File: src/rtl/seq_det_pkg.sv
// Shared definitions for the programmable sequence detector:
// FSM state encoding exported on the debug port.
package seq_det_pkg;

  localparam int STATE_W = 2;

  typedef enum logic [STATE_W-1:0] {
    ST_IDLE  = 2'b00,
    ST_FILL  = 2'b01,
    ST_ARMED = 2'b10,
    ST_HIT   = 2'b11
  } state_t;

endpackage

File: src/rtl/sat_counter.sv
// Saturating up-counter with synchronous clear. A clear that coincides
// with an increment leaves the counter at one, so that event is not lost.
module sat_counter #(
  parameter int CNT_W = 8
) (
  input  logic             clk,
  input  logic             rst,
  input  logic             inc,
  input  logic             clr,
  output logic [CNT_W-1:0] count,
  output logic             sat
);

  localparam logic [CNT_W-1:0] CNT_MAX = '1;

  logic [CNT_W-1:0] count_nxt;

  always_comb begin
    count_nxt = count;
    if (clr) begin
      count_nxt = inc ? CNT_W'(1) : '0;
    end else if (inc && (count != CNT_MAX)) begin
      count_nxt = count + 1'b1;
    end
  end

  // sat is registered alongside count so both change on the same edge
  always_ff @(posedge clk or negedge rst) begin
    if (!rst) begin
      count <= '0;
      sat   <= 1'b0;
    end else begin
      count <= count_nxt;
      sat   <= (count_nxt == CNT_MAX);
    end
  end

endmodule

File: src/rtl/seq_detector_prog.sv
// Programmable serial pattern detector with selectable overlap and a
// saturating match counter; the FSM state is exported for debug.
module seq_detector_prog
  import seq_det_pkg::*;
#(
  parameter int                 PAT_LEN = 3,
  parameter int                 CNT_W   = 8,
  parameter logic [PAT_LEN-1:0] PAT_RST = PAT_LEN'(3'b101)
) (
  input  logic               clk,
  input  logic               rst,
  input  logic               din_valid,
  input  logic               din,
  input  logic [PAT_LEN-1:0] pattern,
  input  logic               pat_load,
  input  logic               overlap_en,
  input  logic               count_clr,
  output logic               match,
  output logic [CNT_W-1:0]   count,
  output logic               sat,
  output logic [STATE_W-1:0] state
);

  localparam int               FILL_W    = $clog2(PAT_LEN + 1);
  localparam logic [FILL_W-1:0] FILL_FULL = FILL_W'(PAT_LEN);

  // The oldest history bit is shifted out on the very edge it would be
  // compared, so only PAT_LEN-1 bits need to be stored.
  logic [PAT_LEN-2:0] hist;
  logic [PAT_LEN-1:0] hist_nxt;
  logic [PAT_LEN-1:0] pat_reg;
  logic [FILL_W-1:0]  fill;
  logic [FILL_W-1:0]  fill_nxt;
  state_t             st;
  logic               accept;
  logic               hit;

  assign accept   = din_valid & ~pat_load;
  assign hist_nxt = {hist, din};
  assign fill_nxt = (fill == FILL_FULL) ? FILL_FULL : fill + 1'b1;
  assign hit      = accept && (fill_nxt == FILL_FULL) && (hist_nxt == pat_reg);
  assign state    = st;

  function automatic state_t state_of_fill(input logic [FILL_W-1:0] f);
    if (f == '0)             return ST_IDLE;
    else if (f == FILL_FULL) return ST_ARMED;
    else                     return ST_FILL;
  endfunction

  // Non-overlap mode empties the fill on a hit so the next match needs
  // PAT_LEN fresh bits; overlap mode keeps it full to reuse the suffix.
  always_ff @(posedge clk or negedge rst) begin
    if (!rst) begin
      hist    <= '0;
      pat_reg <= PAT_RST;
      fill    <= '0;
      st      <= ST_IDLE;
      match   <= 1'b0;
    end else if (pat_load) begin
      hist    <= '0;
      pat_reg <= pattern;
      fill    <= '0;
      st      <= ST_IDLE;
      match   <= 1'b0;
    end else if (accept) begin
      hist <= hist_nxt[PAT_LEN-2:0];
      if (hit) begin
        st    <= ST_HIT;
        match <= 1'b1;
        fill  <= overlap_en ? fill_nxt : '0;
      end else begin
        st    <= state_of_fill(fill_nxt);
        match <= 1'b0;
        fill  <= fill_nxt;
      end
    end else begin
      match <= 1'b0;
      if (st == ST_HIT) begin
        st <= state_of_fill(fill);
      end
    end
  end

  sat_counter #(
    .CNT_W (CNT_W)
  ) u_sat_counter (
    .clk   (clk),
    .rst   (rst),
    .inc   (hit),
    .clr   (count_clr),
    .count (count),
    .sat   (sat)
  );

endmodule

File: config.mk
export PLATFORM = sky130hd
export DESIGN_NAME = seq_detector_prog
export DESIGN_NICKNAME = d
export VERILOG_FILES = /design/src/rtl/seq_det_pkg.sv /design/src/rtl/sat_counter.sv /design/src/rtl/seq_detector_prog.sv
export SDC_FILE = /design/constraint.sdc
export NUM_CORES = 1
export LEC_CHECK = 0
export BUFFER_PORTS_ARGS = -buffer_cell sky130_fd_sc_hd__buf_2
export CORE_ASPECT_RATIO = 0.7
export CORE_MARGIN = 1
export CORE_UTILIZATION = 25
export DETAILED_ROUTE_END_ITERATION = 10
export PLACE_DENSITY = 0.43
export SKIP_CTS_REPAIR_TIMING = 1
export SLEW_MARGIN = 20
export SYNTH_ARGS = -nofsm -noshare
export SYNTH_HDL_FRONTEND = slang
export SYNTH_SLANG_ARGS = --single-unit
export TNS_END_PERCENT = 20
File: constraint.sdc
create_clock -name clk -period 2.4 [get_ports clk]
set_input_delay 0.48 -clock clk [delete_from_list [all_inputs] [get_ports clk]]
set_output_delay 0.48 -clock clk [all_outputs]
set_load 0.02 [all_outputs]
==> flow_summary.toml <==
[yosys]
muxShareOfSynthArea = 0.0596
yosys.cell_types.count = 33
synth_cells = 100
yosys_warnings = 0
synthXorXnorAreaFrac = 0.0491
synth_fp_nets = 116
synthAdderAreaFrac = 0.0701
seq_area_frac_synth = 0.446
syn_area_sq_um = 1070
synth_compound_area_frac = 0.0981
ys_seq_elements = 19
synth-simple-area-share = 0.235
post_synth.cell_area_avg_sq_um = 10.7
synth_top_family_by_area = "simple AND/OR/NAND/NOR gates"

[min_path]
worst_hold_path_type = "in -> async"

[route]
via_per_inst = 4.45
firstDrtPassIters = 4
drc = 0
initialDrtViolationCount = 41
vias = 796
ant_nets = 0
wl_per_cell_um = 12.3
wl_um = 2210

[clocking]
cts.sinks = 19
htreeDepth = 1
clk_pin_slew_worst_paths_ps = 70
cts-root-buf = "clkbuf_8"
cts_buffers = 3
cts.path.max_buffers = 2
clk_latency_ps = 250
cts_tree = "built"

[placement]
place_ws_ps = 113
gp_congestion = 0.759
dp_cells = 171
io_buffers = 21
dp_hpwl_um = 1690

[worst_setup_path]
setup.worst_path.class = "reg -> reg"
worstPathRequired_ps = 2550
cp.arrival_ps = 2330
crit_path_end_kind = "register"
path_max_fanout = 7
rr_worst_depth = 11
critPathLaunchType = "register"

[finish]
area_delta_synth_final_pct = 23.1
layout.nets = 144
layout_commonest_cell = "buf_2"
stdcell_count = 179
final_cell_mix = "21 x buf_2, 17 x dfrtp_1, 12 x nor2_1"
diodes = 0
drive_gt1_frac = 0.339
fillers = 414
largest_reg_flops = 8

[grt]
use_met2 = 0.156
gr-usage-met1 = 0.163
use_met3 = 0.0341
grt_max_degree = 20
grt_pass1_wl_um = 3740
grt_pass1_vias = 799
antenna_found_initial = 0
grt_util_all_layers = 0.110
grt_busiest_layer = "met1"
overflow = 0

[floorplan]
initial_utilization = 0.267
core_area_sq_um = 4020
ios = 22
dieArea_sq_um = 4550
die_h_um = 56.8
die_w_um = 80.2
row_count = 19

[sta]
tightestPinTransition_ps = 447
relSlewSlack = 0.702
fin_crit_ps = 2180
tns_ps = 0
finClkSkew_ps = 2.33
setup_viol = 0
fmax_ghz = 0.459
finalCritPeriodShare = 0.907
maxSlewViolCount = 0
hold_violations = 0
setup_ws_ps = 223

[run]
cap_violations = 0

[power]
irDropWorstVdd_mv = 0.355
leakage_nw = 0.618
cellPowerDensity_nw_per_um2 = 492

[run_status]
status = "complete, no violations"
## worst paths after layout
check	from	end	slack (ps)
min in group clk	pattern[0]	pat_reg[0]	460
worst max register to register	fill[1]	u_sat_counter.sat	220
max in group asynchronous	rst	pat_reg[0]	1890
worst min register to register	hist[1]	hist[1]	540
worst min-delay path	rst	u_sat_counter.count[7]	170
worst max-delay path	fill[1]	u_sat_counter.sat	220
## per-layer routing
metal / vias up / part of all wire
li1: 399 / -
met1: 381 / 0.55
met2: 14 / 0.40
met3: 2 / 0.039
met4: 0 / 0.0077
met5: - / 0
## cell families after synthesis
family / count (synthesis)
flops: 19
fa+ha+maj: 6
xor+xnor: 6
simple gates: 40
compound gates: 15
mux: 6
buf+inv: 8
## area by class of cell
class,count,area (sq um),share of cell area
flip-flops and latches,19,478,0.362
inverters,4,15.0,0.0114
multi-input cells,73,566,0.429
well taps,52,65.1,0.0493
repair buffers,27,150,0.114
clock buffers,4,45.0,0.0342
## critical path: stages (launching register included)
cell,delay (ps)
dfrtp_1,380
inv_1,80
ha_1,170
inv_1,130
ha_4,170
nand3b_4,80
nor4_4,180
buf_4,190
a31oi_1,100
a311oi_2,230
nand3_1,130
nor4_2,240
## stage by stage
stage	instance area [sq um]	hold WS [ps]	util	power, mW
2_1_floorplan	1070	184	-	0.404
3_3_place_gp	1230	447	0.305	0.431
3_5_place_dp	1230	449	0.305	0.433
4_1_cts	1270	172	0.316	0.655
5_1_grt	1320	196	0.328	0.689
6_report	1320	168	0.328	0.649
## synth_stat cells
library cell | instances | area share
dfstp_2 | 2 | 0.049
a311oi_2 | 1 | 0.014
nor3_1 | 1 | 0.0047
mux2_2 | 3 | 0.032
a211oi_2 | 1 | 0.012
xnor2_1 | 2 | 0.016
nand2_1 | 4 | 0.014
nor4_2 | 1 | 0.012
nand3b_4 | 1 | 0.019
nor4b_1 | 1 | 0.0082
o211ai_1 | 1 | 0.0070
and2_1 | 1 | 0.0058
xor2_1 | 4 | 0.033
nor2_1 | 12 | 0.042
a31oi_1 | 2 | 0.012
clkbuf_1 | 1 | 0.0035
ha_1 | 6 | 0.070
buf_6 | 2 | 0.021
nor4b_2 | 1 | 0.014
mux2i_1 | 3 | 0.028
nand3_1 | 6 | 0.028
a21oi_1 | 5 | 0.023
and2b_1 | 1 | 0.0070
dfrtp_1 | 17 | 0.40
nor4_4 | 1 | 0.020
a211oi_1 | 3 | 0.021
buf_1 | 1 | 0.0035
o21ai_0 | 2 | 0.0093
nor2b_1 | 1 | 0.0058
and3b_1 | 1 | 0.0082
and3_1 | 2 | 0.012
inv_1 | 4 | 0.014
nand2b_1 | 6 | 0.035
## report_power, final
part	total, mW	internal (mW)	switching, mW
sequential	0.345	0.335	0.0102
combinational	0.0864	0.0369	0.0495
clock	0.217	0.118	0.0994
Power figures use the tool's default switching activity.
